==> src/rtl/div_pkg.sv <==
// Shared types and constants for the RV32M divide sequencer.
package div_pkg;

    typedef enum logic [1:0] {
        IDLE  = 2'd0,
        BUSY  = 2'd1,
        DONE  = 2'd2,
        DRAIN = 2'd3
    } state_t;

    localparam logic [2:0] F3_DIV  = 3'd4;
    localparam logic [2:0] F3_DIVU = 3'd5;
    localparam logic [2:0] F3_REM  = 3'd6;
    localparam logic [2:0] F3_REMU = 3'd7;

    // Divide-by-zero quotient and the signed-overflow operand pair.
    localparam logic [31:0] DIV0_Q  = 32'hFFFF_FFFF;
    localparam logic [31:0] INT_MIN = 32'h8000_0000;
    localparam logic [31:0] NEG_ONE = 32'hFFFF_FFFF;

    function automatic logic is_div_op(input logic [2:0] f3);
        return (f3 == F3_DIV) || (f3 == F3_DIVU) || (f3 == F3_REM) || (f3 == F3_REMU);
    endfunction

    // DIV and REM are the signed flavours (even func3).
    function automatic logic is_signed_op(input logic [2:0] f3);
        return ~f3[0];
    endfunction

    // REM and REMU return the remainder.
    function automatic logic is_rem_op(input logic [2:0] f3);
        return f3[1];
    endfunction

endpackage

==> src/rtl/div_result_cache.sv <==
// One-entry cache of the last completed divider run: operands, signedness, q and r.
module div_result_cache
    import div_pkg::*;
(
    input  logic        clk,
    input  logic        clrn,
    input  logic        lookup_signed,
    input  logic [31:0] lookup_a,
    input  logic [31:0] lookup_b,
    output logic        hit,
    output logic [31:0] hit_q,
    output logic [31:0] hit_r,
    input  logic        wr_en,
    input  logic        wr_signed,
    input  logic [31:0] wr_a,
    input  logic [31:0] wr_b,
    input  logic [31:0] wr_q,
    input  logic [31:0] wr_r
);

    logic        valid_reg;
    logic        signed_reg;
    logic [31:0] a_reg;
    logic [31:0] b_reg;
    logic [31:0] q_reg;
    logic [31:0] r_reg;

    // Capture a finished divider result; reset only invalidates the entry.
    always_ff @(posedge clk) begin
        if (!clrn) begin
            valid_reg  <= 1'b0;
            signed_reg <= 1'b0;
            a_reg      <= '0;
            b_reg      <= '0;
            q_reg      <= '0;
            r_reg      <= '0;
        end else if (wr_en) begin
            valid_reg  <= 1'b1;
            signed_reg <= wr_signed;
            a_reg      <= wr_a;
            b_reg      <= wr_b;
            q_reg      <= wr_q;
            r_reg      <= wr_r;
        end
    end

    assign hit   = valid_reg && (signed_reg == lookup_signed)
                && (a_reg == lookup_a) && (b_reg == lookup_b);
    assign hit_q = q_reg;
    assign hit_r = r_reg;

endmodule

==> src/rtl/div_sequencer.sv <==
// Sequences RV32M div/rem: special-case and cache shortcuts, divider handshake, flush drain.
module div_sequencer
    import div_pkg::*;
(
    input  logic        clk,
    input  logic        clrn,
    input  logic        req,
    input  logic [2:0]  func3,
    input  logic [31:0] rs1,
    input  logic [31:0] rs2,
    input  logic [4:0]  rd,
    input  logic        flush,
    output logic        start_sdivide,
    output logic        start_udivide,
    output logic [31:0] div_a,
    output logic [31:0] div_b,
    input  logic        div_ready,
    input  logic [31:0] div_q,
    input  logic [31:0] div_r,
    output logic        stall,
    output logic        result_valid,
    output logic [31:0] result,
    output logic [4:0]  result_rd
);

    state_t      state_reg, state_next;
    logic        start_s_reg, start_s_next;
    logic        start_u_reg, start_u_next;
    logic [31:0] result_reg, result_next;
    logic        ready_seen_reg, ready_seen_next;
    logic [31:0] div_a_reg, div_b_reg;
    logic [4:0]  rd_reg;
    logic        signed_reg;
    logic        rem_reg;

    logic        op_valid, op_signed, op_rem;
    logic        accept, div_zero, overflow;
    logic        operands_load, cache_wr;
    logic        cache_hit;
    logic [31:0] cache_q, cache_r;

    assign op_valid  = is_div_op(func3);
    assign op_signed = is_signed_op(func3);
    assign op_rem    = is_rem_op(func3);
    assign accept    = (state_reg == IDLE) && req && op_valid && !flush;

    // Results that the divider must never be asked for.
    assign div_zero  = (rs2 == 32'd0);
    assign overflow  = op_signed && (rs1 == INT_MIN) && (rs2 == NEG_ONE);

    div_result_cache u_cache (
        .clk           (clk),
        .clrn          (clrn),
        .lookup_signed (op_signed),
        .lookup_a      (rs1),
        .lookup_b      (rs2),
        .hit           (cache_hit),
        .hit_q         (cache_q),
        .hit_r         (cache_r),
        .wr_en         (cache_wr),
        .wr_signed     (signed_reg),
        .wr_a          (div_a_reg),
        .wr_b          (div_b_reg),
        .wr_q          (div_q),
        .wr_r          (div_r)
    );

    // Next state, start pulses, result selection and cache write enable.
    always_comb begin
        state_next      = state_reg;
        start_s_next    = 1'b0;
        start_u_next    = 1'b0;
        result_next     = result_reg;
        ready_seen_next = ready_seen_reg;
        operands_load   = 1'b0;
        cache_wr        = 1'b0;
        case (state_reg)
            IDLE: begin
                if (accept) begin
                    if (div_zero) begin
                        state_next  = DONE;
                        result_next = op_rem ? rs1 : DIV0_Q;
                    end else if (overflow) begin
                        state_next  = DONE;
                        result_next = op_rem ? 32'd0 : INT_MIN;
                    end else if (cache_hit) begin
                        state_next  = DONE;
                        result_next = op_rem ? cache_r : cache_q;
                    end else begin
                        state_next    = BUSY;
                        start_s_next  = op_signed;
                        start_u_next  = !op_signed;
                        operands_load = 1'b1;
                    end
                end
            end
            BUSY: begin
                if (flush) begin
                    // A ready in the flush cycle is remembered so DRAIN can leave at once.
                    state_next      = DRAIN;
                    ready_seen_next = div_ready;
                end else if (div_ready) begin
                    state_next  = DONE;
                    result_next = rem_reg ? div_r : div_q;
                    cache_wr    = 1'b1;
                end
            end
            DONE: begin
                state_next = IDLE;
            end
            DRAIN: begin
                if (div_ready || ready_seen_reg) begin
                    state_next      = IDLE;
                    ready_seen_next = 1'b0;
                end
            end
            default: begin
                state_next = IDLE;
            end
        endcase
    end

    // Control state register: FSM state, registered start pulses, drain bookkeeping.
    always_ff @(posedge clk) begin
        if (!clrn) begin
            state_reg      <= IDLE;
            start_s_reg    <= 1'b0;
            start_u_reg    <= 1'b0;
            ready_seen_reg <= 1'b0;
        end else begin
            state_reg      <= state_next;
            start_s_reg    <= start_s_next;
            start_u_reg    <= start_u_next;
            ready_seen_reg <= ready_seen_next;
        end
    end

    // Datapath registers: captured op, divider operands and the writeback value.
    always_ff @(posedge clk) begin
        if (!clrn) begin
            result_reg <= '0;
            rd_reg     <= '0;
            rem_reg    <= 1'b0;
            div_a_reg  <= '0;
            div_b_reg  <= '0;
            signed_reg <= 1'b0;
        end else begin
            result_reg <= result_next;
            if (accept) begin
                rd_reg  <= rd;
                rem_reg <= op_rem;
            end
            if (operands_load) begin
                div_a_reg  <= rs1;
                div_b_reg  <= rs2;
                signed_reg <= op_signed;
            end
        end
    end

    assign start_sdivide = start_s_reg;
    assign start_udivide = start_u_reg;
    assign div_a         = div_a_reg;
    assign div_b         = div_b_reg;
    assign result        = result_reg;
    assign result_rd     = rd_reg;
    assign result_valid  = (state_reg == DONE) && !flush;
    assign stall         = req && op_valid && !result_valid && !flush;

endmodule

==> config.mk <==
export PLATFORM = sky130hd
export DESIGN_NAME = div_sequencer
export DESIGN_NICKNAME = d
export VERILOG_FILES = /design/src/rtl/div_pkg.sv /design/src/rtl/div_result_cache.sv /design/src/rtl/div_sequencer.sv
export SDC_FILE = /design/constraint.sdc
export NUM_CORES = 1
export LEC_CHECK = 0
export ABC_AREA = 1
export BUFFER_PORTS_ARGS = -buffer_cell sky130_fd_sc_hd__clkbuf_2
export CORE_MARGIN = 4
export CORE_UTILIZATION = 55
export CTS_BUF_LIST = sky130_fd_sc_hd__clkbuf_16
export CTS_CLUSTER_DIAMETER = 120
export DETAILED_ROUTE_END_ITERATION = 10
export MAX_ROUTING_LAYER = met4
export PLACE_DENSITY = 0.81
export SLEW_MARGIN = 10
export SYNTH_ARGS = -nofsm -noshare
export SYNTH_HDL_FRONTEND = slang
export SYNTH_SLANG_ARGS = --single-unit
export TNS_END_PERCENT = 30
==> constraint.sdc <==
create_clock -name clk -period 2.3 [get_ports clk]
set_input_delay 0.23 -clock clk [delete_from_list [all_inputs] [get_ports clk]]
set_output_delay 0.23 -clock clk [all_outputs]
set_load 0.05 [all_outputs]
# Word-level counts from Yosys, hierarchy flattened
# Cells that the tools add are included.
[word_totals]
ff_bits = 238
in_bits = 141
out_inout_bits = 105
wordCells = 95
[classes]
eq_ne = 19
mux = 30
bitwise_logic = 4
reduce_logical = 26
[ops]
columns = ["operator", "n"]
rows = [
  ["2-to-1 mux 32 bit", 10],
  ["equality test 32 bit", 2],
  ["equality test 32 bit (second input constant)", 2],
  ["case mux 32 bit (2 select lines)", 1],
  ["logical NOT 32 bit", 1],
  ["2-to-1 mux 2 bit", 7],
  ["equality test 3 bit (second input constant)", 4],
  ["logical AND 1 bit", 12],
  ["2-to-1 mux 1 bit", 10],
  ["!= test 2 bit (second input constant)", 5],
  ["case mux 2 bit (4 select lines)", 1],
  ["AND reduction 3 bit", 2],
  ["OR reduction 6 bit", 1],
  ["AND reduction 5 bit", 1],
  ["equality test 2 bit (second input constant)", 2],
  ["logical OR 1 bit", 4],
  ["!= test 4 bit (second input constant)", 1],
  ["inverter 1 bit", 4],
  ["nonzero test 2 bit", 2],
  ["!= test 3 bit (second input constant)", 1],
  ["equality test 2 x 1 -> 1 bit (second input constant)", 1],
  ["logical NOT 1 bit", 2],
  ["logical NOT 2 bit", 1],
  ["case mux 1 bit (2 select lines)", 1],
  ["equality test 1 bit", 1],
]

# Logic depth before layout (Yosys ltp)
[depth]
ltp_word = 10
mapped_depth = 15
ltp_nobuf = 14

# Modules after synthesis
# Synthesis repeated with hierarchy kept, for this count alone.
[unflattened]
hier_cells = 1840
area_unflattened_um2 = 11598.6
[by_module_without_submodules]
columns = ["mod", "instances", "cells_each", "area_per_inst_um2", "seq_area_each_um2"]
rows = [
  ["div_sequencer", 1, 1049, 6057.1, 2162.1],
  ["div_result_cache", 1, 791, 5541.6, 2602.5],
]

# Worst setup path before layout
# No wires, ideal clock.
[synth_timing]
path_type = "register to output"
from = "reg state_reg[1]"
to = "out stall"
t_arrival_ns = 2.062
t_required_ns = 2.070
path_slack_ns = 0.008
stages_incl_launch_ff = 4
n_path_buf = 0
cell_sequence = "dfxtp_1 -> inv_1 -> nor3_1 -> nor2_1"
[synth_between]
elab_chain_len = 5
[synth_lines]
columns = ["element", "line", "source"]
rows = [
  ["start: declaration", "div_sequencer.sv:26", "state_t state_reg, state_next;"],
  ["start signal: assignment", "div_sequencer.sv:131", "state_reg <= state_next;"],
  ["equality test 2 bit", "div_sequencer.sv:167", "assign result_valid = (state_reg == DONE) && !flush;"],
  ["logical AND 1 bit", "div_sequencer.sv:167", ""],
  ["via result_valid", "div_sequencer.sv:21", "output logic result_valid,"],
  ["logical NOT 1 bit", "div_sequencer.sv:168", "assign stall = req && op_valid && !result_valid && !flush;"],
  ["logical AND 1 bit (2 in series)", "div_sequencer.sv:168", ""],
  ["end: declaration", "div_sequencer.sv:20", "output logic stall,"],
]
# The timed path passes the listed nets, and every way through them passes these cells.

# Worst setup path in the final report
[layout_timing]
from = "in rs2[1]"
to = "reg div_b_reg[0], in the netlist div_b[0]"
[layout_between]
elab_chain_len = 7
elab_cells_between_ends = 10
cone_classes = "2 x eq/ne; 5 x mux; 3 x reduce/logical"
[layout_lines]
columns = ["element", "line", "source"]
rows = [
  ["start: declaration", "div_sequencer.sv:10", "input logic [31:0] rs2,"],
  ["equality test 32 bit", "div_result_cache.sv:48", "&& (a_reg == lookup_a) && (b_reg == lookup_b);"],
  ["logical AND 1 bit", "div_result_cache.sv:48", ""],
  ["2-to-1 mux 1 bit", "div_sequencer.sv:86", "end else if (cache_hit) begin"],
  ["2-to-1 mux 1 bit", "div_sequencer.sv:83", "end else if (overflow) begin"],
  ["2-to-1 mux 1 bit *", "div_sequencer.sv:80", "if (div_zero) begin"],
  ["2-to-1 mux 1 bit *", "div_sequencer.sv:79", "if (accept) begin"],
  ["2-to-1 mux 1 bit *", "div_sequencer.sv:77", "case (state_reg)"],
  ["end signal: assignment", "div_sequencer.sv:155", "div_b_reg <= rs2;"],
  ["end: declaration", "div_sequencer.sv:31", "logic [31:0] div_a_reg, div_b_reg;"],
]
# Mark *: on every way between the ends. The rest lies on a longest branch, timed or not.
# A chain may end at the register's enable or synchronous reset.

==> flow_summary.json <==
{
  "leakagePower_nw": 7.363,
  "ioPinCount": 246,
  "rows": 52,
  "r2r_cells": 13,
  "syn_nets": 1962,
  "hold_viol": 0,
  "portBuffers": 245,
  "critPathMaxFanout": 19,
  "clk_latency_ps": 540,
  "comb_power_share": 0.143,
  "hold_path.class": "in -> reg",
  "synth_cell_types": 30,
  "grt_pass1_wl_um": 63040,
  "status": "finished, final reports clean",
  "power_density_mw_per_mm2": 642.6,
  "synth_ff_type": "dfxtp_1",
  "yosysTopAreaCell": "dfxtp_1",
  "worstReg2RegStart": "u_cache.a_reg[9]",
  "startpoint_type": "input port",
  "rrSetupSlack_ps": 260,
  "ant_nets": 0,
  "fin_nets": 2257,
  "grt_usage": 0.3325,
  "hold_depth": 3,
  "yosys.area.top_type_share": 0.4144,
  "final_layout_size_suffix_gt1_frac": 0.1492,
  "fin_crit_sh": 0.9250,
  "ir_worst_vdd_v": 0.0004021,
  "power_switching_mw": 2.650,
  "syn_area_sq_mm": 0.01150,
  "synth_edf_count": 0,
  "finClkSkew_ps": 17.48,
  "dr.pass1.iters": 6,
  "drc": 0,
  "gr-total-overflow": 0,
  "pwr-share-seq": 0.457,
  "cp.required_ps": 2740,
  "wirelength_um": 39480,
  "htree_num_levels": 1,
  "end_kind": "flip-flop",
  "die_h_um": 152.6,
  "clockBufferDepth": 3,
  "viasPerCell": 5.394,
  "rsz0062_at_grt": "false",
  "cts_buffers": 26,
  "ys_async_sr_fraction": 0,
  "drt_iter0_markers": 1199,
  "dr_total_vias": 12960,
  "clkSinkCount": 238,
  "clkPwrFrac": 0.400,
  "max_freq_mhz": 470.0,
  "grt_start_max_net_pins": 131,
  "hold_start": "rs2[14]",
  "r2r-end": "div_b[0]",
  "yosysWarnings": 0,
  "nFillCells": 1680,
  "setup_viol": 0,
  "coreArea_sq_mm": 0.02043,
  "first_global_vias": 12260,
  "routedWlPerCell_um": 16.43,
  "antenna_found_initial": 0,
  "tightest_slew_ps": 625.6,
  "relSlewSlack": 0.5829,
  "slew_violations": 0,
  "start_util": 0.5628,
  "fin_crit_ps": 2128,
  "fin_util": 0.7207,
  "worstPathArrival_ps": 2570,
  "drv_cap": 0,
  "holdPathEnd": "div_b[14]",
  "swShare": 0.2801,
  "area_growth_syn_to_layout_pct": 28.04,
  "synth_area_leaders": "dfxtp_1, nand2_1, o21ai_0",
  "dieArea_sq_mm": 0.02328,
  "post-dp-hpwl_um": 25270,
  "post_cts_buffers": 0,
  "ys_ff_latch": 238,
  "ys_seq_area_frac": 0.4144,
  "cts_root_buf": "clkbuf_16",
  "syn_inst": 1821,
  "fin_tns_setup_ps": 0,
  "crit_type": "in -> reg",
  "post_synth.cell_area_avg_sq_um": 6.314,
  "die_w_um": 152.6,
  "gp_routability_congestion": 0.9289,
  "cts_tree": "yes",
  "clkTransAtPathRegs_ps": 60,
  "p_int_mw": 6.811
}
critical path, stage by stage:
cell and delay, ps:
dlygate4sd3_1 540, clkbuf_2 130, inv_1 130, nand4_1 130
nor2_1 150, nand2_1 110, nor2_4 220, nor2_1 70
and2_4 150, nand3b_2 120, buf_4 270, nand2_1 70
a21oi_1 240
kinds of logic (layout without fill, tap and decap cells):
logic type | Yosys count | count (layout) | synth area share
compound gates | 390 | 390 | 0.1706
xor+xnor | 13 | 13 | 0.009902
buf+inv | 282 | 593 | 0.1005
flops | 238 | 238 | 0.4144
other cells | 0 | 1 | 0
simple gates | 898 | 898 | 0.3046
cell usage in the layout, fill, tap and decap left out, types with 3 or more instances in the layout:
| cell | count |
|---|---|
| nand2_1 | 563 |
| nor2_1 | 267 |
| clkbuf_2 | 244 |
| dfxtp_1 | 238 |
| o21ai_0 | 207 |
| a21oi_1 | 176 |
| inv_1 | 174 |
| dlygate4sd3_1 | 104 |
| nand3_1 | 43 |
| clkbuf_16 | 27 |
| buf_4 | 13 |
| xnor2_1 | 12 |
| buf_12 | 11 |
| nand4_1 | 9 |
| clkinv_1 | 9 |
| clkinv_2 | 5 |
| inv_2 | 4 |
| nor3_1 | 3 |
power by group through the flow:
stage | Sequential, mW | Clock [mW] | Combinational, mW
detailed placement | 4.41 | 0 | 1.18
CTS | 4.32 | 3.81 | 1.33
global placement | 4.41 | 0 | 1.17
floorplan | 4.59 | 0 | 0.546
finish | 4.33 | 3.78 | 1.36
global route | 4.34 | 3.99 | 1.47
cell usage after synthesis (2+ instances only):
cell / number
inv_2: 3
buf_1: 5
nand3_1: 45
o21ai_1: 2
dfxtp_1: 238
buf_6: 9
nand4_1: 9
a21oi_1: 176
clkbuf_1: 80
o22ai_1: 2
buf_4: 6
nor2_2: 2
inv_1: 172
nor2_1: 269
nor3_1: 3
buf_2: 6
xnor2_1: 12
o21ai_0: 207
nand2_1: 564
final cells by class:
cell class	instances	area, sq um	share of cell area
repair buffers	373	2595	0.1763
diodes	1	2.502	0.0001700
multi-input cells	1301	5612	0.3811
clock inverters	17	73.82	0.005014
well taps	270	337.8	0.02295
inverters	176	661.9	0.04496
clock buffers	27	675.6	0.04589
flip-flops and latches	238	4765	0.3236
repair_timing:
| action | 4_1_cts | 5_1_grt |
|---|---|---|
| endpoints found under the hold margin | 105 | 0 |
| resized for setup | 0 | 6 |
| setup endpoints to repair | 0 | 24 |
| hold buffers | 104 | 0 |
stage by stage:
step / instance area, sq um / instances / hold slack [ps] / setup WS, ps / power [mW]
floorplan: 11500 / 1821 / 302.4 / 8.339 / 5.137
global placement: 12900 / 2254 / 450.0 / 122.9 / 5.577
detailed placement: 12900 / 2254 / 456.8 / 105.0 / 5.591
CTS: 14700 / 2402 / 2.426 / 58.62 / 9.460
global route: 14720 / 2402 / 13.91 / 33.03 / 9.792
finish: 14720 / 2403 / 2.177 / 172.4 / 9.461
worst max-delay path by stage:
stage,from,to,slack [ps],cells after the start
after global routing,rs1[4],result[15],30,15
after detailed placement,rs2[2],result[21],100,13
after CTS,rs2[2],result[21],60,14
after global placement,rs2[2],result[21],120,13
after floorplan,state_reg[1],stall,8,3
final,rs2[1],div_b[0],170,13
metal layers:
metal	up-vias	wire [um]	global-route usage
met5	-	0	-
met4	0	1358	0.1179
met3	98	3612	0.04857
met2	649	18660	0.5319
met1	5915	15850	0.4319
li1	6299	-	-
Power figures use the tool's default switching activity.
